**src/rtl/uart_cmd_ctrl.sv**
```systemverilog
// rtl/uart_cmd_ctrl.sv - UART 3-byte {opcode, addr, data} command decoder driving a register bank.
// Optional macro UART_CMD_ACK_EN: reply 0xA5 to WRITE and 0xEE to unknown opcodes.
module uart_cmd_ctrl #(
  parameter logic [31:0] TIMEOUT_CYC = 32'd50000,
  parameter int unsigned ADDR_W      = 8
) (
  input  logic              clk,
  input  logic              rst_n,
  input  logic [7:0]        rx_data,
  input  logic              rx_done,
  output logic [7:0]        tx_data,
  output logic              tx_wr,
  input  logic              tx_done,
  output logic [ADDR_W-1:0] reg_addr,
  output logic [7:0]        reg_wdata,
  output logic              reg_we,
  output logic              reg_re,
  input  logic [7:0]        reg_rdata,
  output logic              busy,
  output logic              err
);

  localparam logic [7:0] OP_WRITE = 8'h01;
  localparam logic [7:0] OP_READ  = 8'h02;
`ifdef UART_CMD_ACK_EN
  localparam logic [7:0] ACK_WRITE   = 8'hA5;
  localparam logic [7:0] ACK_UNKNOWN = 8'hEE;
`endif

  typedef enum logic [2:0] {
    IDLE,
    GET_ADDR,
    GET_DATA,
    EXEC,
    RD_WAIT,
    TX_START,
    TX_WAIT
  } state_t;

  state_t            state_q, state_d;
  logic [31:0]       cnt_q, cnt_d;
  logic [7:0]        opcode_q, opcode_d;
  logic [ADDR_W-1:0] addr_q, addr_d;
  logic [7:0]        data_q, data_d;
  logic [7:0]        tx_data_q, tx_data_d;
  logic              tx_wr_q, tx_wr_d;
  logic              reg_we_q, reg_we_d;
  logic              reg_re_q, reg_re_d;
  logic              err_q, err_d;

  logic [ADDR_W+7:0] addr_ext;
  logic              timeout;
  logic              exec_phase;

  // Zero-extend before slicing so any ADDR_W picks the low bits of the address byte.
  assign addr_ext   = {{ADDR_W{1'b0}}, rx_data};
  assign timeout    = (cnt_q == TIMEOUT_CYC - 32'd1);
  assign exec_phase = (state_q == EXEC) || (state_q == RD_WAIT) ||
                      (state_q == TX_START) || (state_q == TX_WAIT);

  always_comb begin
    state_d   = state_q;
    cnt_d     = cnt_q;
    opcode_d  = opcode_q;
    addr_d    = addr_q;
    data_d    = data_q;
    tx_data_d = tx_data_q;
    tx_wr_d   = 1'b0;
    reg_we_d  = 1'b0;
    reg_re_d  = 1'b0;
    // A byte arriving while a command is being executed is an overrun and is dropped.
    err_d     = rx_done && exec_phase;

    case (state_q)
      IDLE: begin
        cnt_d = '0;
        if (rx_done) begin
          opcode_d = rx_data;
          state_d  = GET_ADDR;
        end
      end

      GET_ADDR: begin
        if (rx_done) begin
          addr_d  = addr_ext[ADDR_W-1:0];
          cnt_d   = '0;
          state_d = GET_DATA;
        end else if (timeout) begin
          cnt_d    = '0;
          opcode_d = '0;
          addr_d   = '0;
          data_d   = '0;
          err_d    = 1'b1;
          state_d  = IDLE;
        end else begin
          cnt_d = cnt_q + 32'd1;
        end
      end

      GET_DATA: begin
        if (rx_done) begin
          data_d  = rx_data;
          cnt_d   = '0;
          state_d = EXEC;
          // Strobes are registered so they land in the EXEC cycle.
          case (opcode_q)
            OP_WRITE: reg_we_d = 1'b1;
            OP_READ:  reg_re_d = 1'b1;
            default:  err_d    = 1'b1;
          endcase
        end else if (timeout) begin
          cnt_d    = '0;
          opcode_d = '0;
          addr_d   = '0;
          data_d   = '0;
          err_d    = 1'b1;
          state_d  = IDLE;
        end else begin
          cnt_d = cnt_q + 32'd1;
        end
      end

      EXEC: begin
        if (opcode_q == OP_READ) begin
          state_d = RD_WAIT;
        end else begin
`ifdef UART_CMD_ACK_EN
          tx_data_d = (opcode_q == OP_WRITE) ? ACK_WRITE : ACK_UNKNOWN;
          tx_wr_d   = 1'b1;
          state_d   = TX_START;
`else
          state_d   = IDLE;
`endif
        end
      end

      RD_WAIT: begin
        tx_data_d = reg_rdata;
        tx_wr_d   = 1'b1;
        state_d   = TX_START;
      end

      TX_START: begin
        state_d = TX_WAIT;
      end

      TX_WAIT: begin
        if (tx_done) begin
          state_d = IDLE;
        end
      end

      default: begin
        state_d = IDLE;
      end
    endcase
  end

  always_ff @(posedge clk) begin
    if (!rst_n) begin
      state_q   <= IDLE;
      cnt_q     <= '0;
      opcode_q  <= '0;
      addr_q    <= '0;
      data_q    <= '0;
      tx_data_q <= '0;
      tx_wr_q   <= 1'b0;
      reg_we_q  <= 1'b0;
      reg_re_q  <= 1'b0;
      err_q     <= 1'b0;
    end else begin
      state_q   <= state_d;
      cnt_q     <= cnt_d;
      opcode_q  <= opcode_d;
      addr_q    <= addr_d;
      data_q    <= data_d;
      tx_data_q <= tx_data_d;
      tx_wr_q   <= tx_wr_d;
      reg_we_q  <= reg_we_d;
      reg_re_q  <= reg_re_d;
      err_q     <= err_d;
    end
  end

  always_ff @(posedge clk) begin
    if (rst_n) begin
      assert ($onehot0({reg_we_q, reg_re_q, tx_wr_q}));
    end
  end

  assign tx_data   = tx_data_q;
  assign tx_wr     = tx_wr_q;
  assign reg_addr  = addr_q;
  assign reg_wdata = data_q;
  assign reg_we    = reg_we_q;
  assign reg_re    = reg_re_q;
  assign busy      = (state_q != IDLE);
  assign err       = err_q;

endmodule

```
**config.mk**
```make
export PLATFORM = sky130hd
export DESIGN_NAME = uart_cmd_ctrl
export DESIGN_NICKNAME = d
export VERILOG_FILES = /design/src/rtl/uart_cmd_ctrl.sv
export SDC_FILE = /design/constraint.sdc
export NUM_CORES = 1
export LEC_CHECK = 0
export BUFFER_PORTS_ARGS = -buffer_cell sky130_fd_sc_hd__clkbuf_2
export CELL_PAD_IN_SITES_DETAIL_PLACEMENT = 1
export CELL_PAD_IN_SITES_GLOBAL_PLACEMENT = 1
export CORE_ASPECT_RATIO = 0.8
export CORE_MARGIN = 2
export CORE_UTILIZATION = 45
export CTS_CLUSTER_DIAMETER = 150
export CTS_CLUSTER_SIZE = 28
export DETAILED_ROUTE_END_ITERATION = 7
export GPL_ROUTABILITY_DRIVEN = 0
export GPL_TIMING_DRIVEN = 0
export PLACE_DENSITY_LB_ADDON = 0.2
export RECOVER_POWER = 50
export SLEW_MARGIN = 20
export SYNTH_ARGS = -nofsm -noshare
export SYNTH_HDL_FRONTEND = slang
export SYNTH_SLANG_ARGS = --single-unit
```
**constraint.sdc**
```tcl
create_clock -name clk -period 4.4 [get_ports clk]
set_input_delay 0.22 -clock clk [delete_from_list [all_inputs] [get_ports clk]]
set_output_delay 0.22 -clock clk [all_outputs]
set_load 0.02 [all_outputs]
```
# Word level (Yosys, flattened, before mapping)
# Cells that the tools add are included.
dict set report op_classes {
  n_reduce_logical 15
  eq_ne 15
  addsub 1
  muxes 30
}
# operator n
set ops {}
lappend ops {{two-way mux 8 bit} 9}
lappend ops {{two-way mux 32 bit} 2}
lappend ops {{one-hot mux 32 bit (2 select lines)} 1}
lappend ops {{one-hot mux 8 bit (2 select lines)} 3}
lappend ops {{adder 32 x 1 -> 32 bit (second input constant)} 1}
lappend ops {{== test 32 x 16 -> 1 bit (second input constant)} 1}
lappend ops {{one-hot mux 3 bit (7 select lines)} 1}
lappend ops {{two-way mux 3 bit} 6}
lappend ops {{!= test 2 bit (second input constant)} 5}
lappend ops {{== test 3 bit (second input constant)} 3}
lappend ops {{== test 8 x 1 -> 1 bit (second input constant)} 1}
lappend ops {{== test 8 x 2 -> 1 bit (second input constant)} 1}
lappend ops {{two-way mux 1 bit} 7}
lappend ops {{== test 3 x 2 -> 1 bit (second input constant)} 2}
lappend ops {{AND reduction 2 bit} 3}
lappend ops {{AND reduction 4 bit} 1}
lappend ops {{nonzero test 2 bit} 2}
lappend ops {{OR reduction 2 bit} 2}
lappend ops {{== test 3 x 1 -> 1 bit (second input constant)} 1}
lappend ops {{logical NOT 3 bit} 1}
lappend ops {{logical OR 1 bit} 3}
lappend ops {{AND reduction 3 bit} 1}
lappend ops {{nonzero test 3 bit} 1}
lappend ops {{!= test 2 x 1 -> 1 bit (second input constant)} 1}
lappend ops {{other kinds (2)} 2}
dict set report word_totals {
  word_cells 71
  inputBits 20
  ff_bits 71
}

# Longest topological paths before layout
dict set report logic_depth {
  ltp_word 8
  mapped_depth 7
  ltp_nobuf 6
}

# Least setup slack after synthesis
# No wires, ideal clock.
dict set report synth_path {
  path_type {flip-flop to flip-flop}
  startpoint {register cnt_q[0]}
  endpoint {register addr_q[0] (netlist: reg_addr[0])}
  path_stages_with_launch 8
  arrival_time_ns 1.928
  t_required_ns 4.283
  setup_slack_ns 2.355
  setup_time_ns 0.117
  cell_sequence {dfxtp_1 ha_1 and4_1 nand4_1 or2_1 buf_2 a221o_1 a32o_1}
}
dict set report synth_via {
  elab_chain_len 4
  elab_cells_between_ends 5
  classes_between {1 x eq/ne; 4 x mux}
}
# item line_no
set synth_lines {}
lappend synth_lines {{start, declared} 41} ;# logic [31:0] cnt_q, cnt_d;
lappend synth_lines {{start signal, assigned} 173} ;# cnt_q <= cnt_d;
lappend synth_lines {{== test 32 x 16 -> 1 bit *} 57} ;# assign timeout = (cnt_q == TIMEOUT_CYC - 32'd1);
lappend synth_lines {{two-way mux 8 bit *} -}
lappend synth_lines {{two-way mux 8 bit (on tied branches)} -}
lappend synth_lines {{one-hot mux 8 bit (2 select lines) *} -}
lappend synth_lines {{end signal, assigned} 175} ;# addr_q <= addr_d;
lappend synth_lines {{end, declared} 43} ;# logic [ADDR_W-1:0] addr_q, addr_d;
# Mark *: on every way between the ends. The rest lies on a longest branch, timed or not. The select of a mux whose other input is x is not followed.
# A chain may end at the register's enable or synchronous reset.

# Final worst setup path
dict set report layout_path {
  startpoint {register cnt_q[25]}
  endpoint {register cnt_q[19]}
}
dict set report layout_via {
  elab_chain_len 4
}
# item line_no
set layout_lines {}
lappend layout_lines {{== test 32 x 16 -> 1 bit} 57}
lappend layout_lines {{two-way mux 32 bit} {88, 111}}
lappend layout_lines {{two-way mux 32 bit} 101} ;# if (rx_done) begin
lappend layout_lines {{one-hot mux 32 bit (2 select lines)} 74} ;# case (state_q)
# Every way passes these cells.

==> impl_metrics.py <==
metrics = {
    "outcome": {
        "status": "finished, final reports clean",
    },
    "clock_network": {
        "cts_setup_buffers": 0,
        "clock_sinks": 71,
        "clk_pin_slew_ps": 80,
        "clock_path_buffers": 2,
        "clk-insertion-delay-late_ps": 360,
        "tritoncts": "done",
        "htreeDepth": 3,
        "cts.repair.resized": 0,
        "ctsHoldBuffers": 0,
        "cts_buffers": 9,
        "cts_root_buf": "clkbuf_8",
    },
    "timing": {
        "fmax_ghz": 0.3162,
        "slew_headroom_pct": 13.04,
        "setup_viol": 0,
        "rsz0062_at_grt": "no",
        "clock_skew_ps": 9.518,
        "period_share_pct": 71.89,
        "hold_viol": 0,
        "min_period_ps": 3163,
        "setup_tns_ps": 0,
        "tightest_slew_ps": 1291,
        "drv_slew": 0,
    },
    "finish": {
        "nets": 420,
        "fin_cells": 488,
        "area_growth_syn_to_layout_pct": 17.96,
        "diodes": 0,
        "nFillCells": 800,
        "drive_above_1_share_pct": 9.901,
    },
    "worst_setup_path": {
        "worst-setup-path-type": "flip-flop to flip-flop",
        "startpoint_type": "flip-flop",
        "cpPeakStageDelay_ps": 1010,
        "crit_path_cell_trace": "nor4_1 -> nand4_1 -> o21a_1 -> o21ai_0 -> clkbuf_1 -> nor2_1",
        "crit_slowest_cell": "o21ai_0",
        "r2r_cells": 6,
        "setup.worst_path.start": "cnt_q[25]",
        "critical_path.max_fanout": 10,
        "reg2reg_to": "cnt_q[19]",
        "r2r_slack_ps": 1240,
        "cp.arrival_ps": 3390,
        "crit_required_ps": 4630,
        "worstSetupEndpointType": "flip-flop",
        "r2r_start": "cnt_q[25]",
    },
    "yosys": {
        "synth_edf_count": 0,
        "postSynthAreaPerCell_um2": 8.861,
        "postSynth.asyncResetShare_pct": 0,
        "ys_seq_area_share_pct": 46.90,
        "ys.flop_type": "dfxtp_1",
        "ys_types": 44,
        "yosys_warnings": 0,
        "syn_nets": 363,
        "synthCells": 342,
        "synth-seq-cells": 71,
        "synth_area_mm2": 0.003030,
    },
    "pwr": {
        "leakagePower_uw": 0.001166,
        "p_total_uw": 1387,
        "peakVddDrop_v": 0.0002487,
        "p_per_area_mw_per_mm2": 388.1,
    },
    "detailed_routing": {
        "ant_nets": 0,
        "drtIter0Drc": 147,
        "drc": 0,
        "routed_via_density": 5.787,
        "vias": 2824,
        "drt_first_pass_iters": 4,
        "drt-wirelength-per-cell_um": 17.66,
        "postRouteWirelength_mm": 8.620,
    },
    "floorplan": {
        "die_h_um": 77.40,
        "num_rows": 26,
        "pin_count": 49,
        "core_area_mm2": 0.006441,
        "start_util_pct": 47.05,
        "dieArea_mm2": 0.007411,
        "dieWidth_um": 95.75,
    },
    "global_route": {
        "antenna_found_initial": 0,
        "grt_pass1_vias": 2788,
        "grt_max_degree": 14,
        "grt_usage_pct": 24.47,
        "grt-ovfl-total": 0,
        "grt_first_pass_wirelength_mm": 14.06,
    },
    "min_path": {
        "hold_start": "reg_rdata[6]",
        "min_path_cells": 3,
        "min_to": "tx_data[6]",
        "hold_path_class": "primary input to flip-flop",
    },
    "placed_design": {
        "hpwlAfterDp_mm": 6.147,
        "dp.cells": 472,
        "numPortBuffers": 46,
    },
    "job": {
        "cap_violations": 0,
    },
}
-- cells in the final DEF, fill, tap and decap left out, types with 2 or more instances in the layout --
cell	n
or4_1	3
clkbuf_2	17
clkinv_4	3
inv_1	4
o21ai_0	8
nor4_2	2
or3_1	4
nand2b_1	3
dfxtp_1	71
nand3b_1	2
clkbuf_8	9
nand4_1	16
a22o_1	7
a211o_1	2
nand3_1	13
a32o_1	16
clkbuf_1	45
nor2_1	43
nor4b_1	3
a31oi_1	3
bufinv_16	3
mux2i_1	2
xor2_1	16
and4_1	3
or2_2	3
nor4_1	7
xnor2_1	13
and3_1	2
a21oi_1	13
nand2_1	39
nor3_1	13
-- power by group --
| group | switching (µW) | internal, µW |
|---|---|---|
| registers | 8.92 | 653 |
| logic | 56.3 | 28.6 |
| clock network | 262 | 378 |
| total | 327 | 1060 |
-- through the flow --
step / hold slack (ps) / setup slack (ps) / area, µm² / util (%)
CTS: 81.08 / 1862 / 3617 / 56.16
floorplan: 345.6 / 2355 / 3030 / -
global route: 94.12 / 1027 / 3575 / 55.50
global placement: 440.9 / 1996 / 3366 / 52.25
finish: 91.19 / 1237 / 3575 / 55.50
detailed placement: 447.9 / 1913 / 3372 / 52.35
-- flip-flops by register name, summed over array words and instances, names as in the netlist --
| register | count |
|---|---|
| reg_we | 1 |
| state_q | 3 |
| tx_data | 8 |
| err | 1 |
| tx_wr | 1 |
| reg_re | 1 |
| reg_addr | 8 |
| reg_wdata | 8 |
| cnt_q | 32 |
| opcode_q | 8 |
-- layout make-up --
class                           instances  area [µm²]  share of cell area, %
Buffer                                 17       65.06                  1.820
Clock buffer                            9       123.9                  3.465
Clock inverter                          7       121.4                  3.395
Inverter                                5       18.77                 0.5250
Multi-Input combinational cell        249        1525                  42.67
Sequential cell                        71        1421                  39.76
Tap cell                               84       105.1                  2.940
Timing Repair Buffer                   46       193.9                  5.425
-- routing by layer --
layer  track usage [%]  vias up  part of all wire (%)
li1                  -     1353                     -
met1             34.77     1394                    50
met2             36.50       66                    45
met3             6.699       11                   3.9
met4             6.714        0                   1.3
met5                 0        -                     0
-- synth_stat cells (all sizes together), types with 4 or more instances --
| cell type | instances | area [µm²] |
|---|---|---|
| nor3 | 13 | 65.06 |
| a32o | 16 | 160.2 |
| o21ai | 8 | 43.79 |
| buf | 4 | 18.76 |
| xnor2 | 13 | 113.9 |
| or3 | 4 | 25.02 |
| xor2 | 16 | 140.1 |
| nand4 | 16 | 100.1 |
| inv | 4 | 15.01 |
| nand2 | 39 | 146.4 |
| clkbuf | 13 | 48.80 |
| dfxtp | 71 | 1421 |
| or2 | 4 | 25.03 |
| a21oi | 13 | 65.06 |
| nand3 | 13 | 65.06 |
| nor4 | 9 | 62.56 |
| a22o | 7 | 61.31 |
| nor2 | 43 | 161.4 |
-- logic make-up after synthesis --
| group | after synthesis | synth area share, % |
|---|---|---|
| adders and majority gates | 1 | 0.4128 |
| buffers and inverters | 22 | 2.848 |
| xor gates and xnor gates | 29 | 8.381 |
| and+or+nand+nor | 159 | 26.05 |
| AOI/OAI and AO/OA | 58 | 14.74 |
| muxes | 2 | 0.6606 |
| DFF | 71 | 46.90 |
-- worst max-delay path by stage --
stage	to
after floorplan	reg_addr[0]
after global placement	cnt_q[8]
after detailed placement	cnt_q[16]
after CTS	cnt_q[16]
after global routing	cnt_q[22]
final	cnt_q[19]
-- critical path: cells and delay by family (launching register included) --
kind | cells | cell delay [ps]
flops | 1 | 370
simple gates | 3 | 880
buf+inv | 1 | 450
compound gates | 2 | 1320
Power figures use the tool's default switching activity.
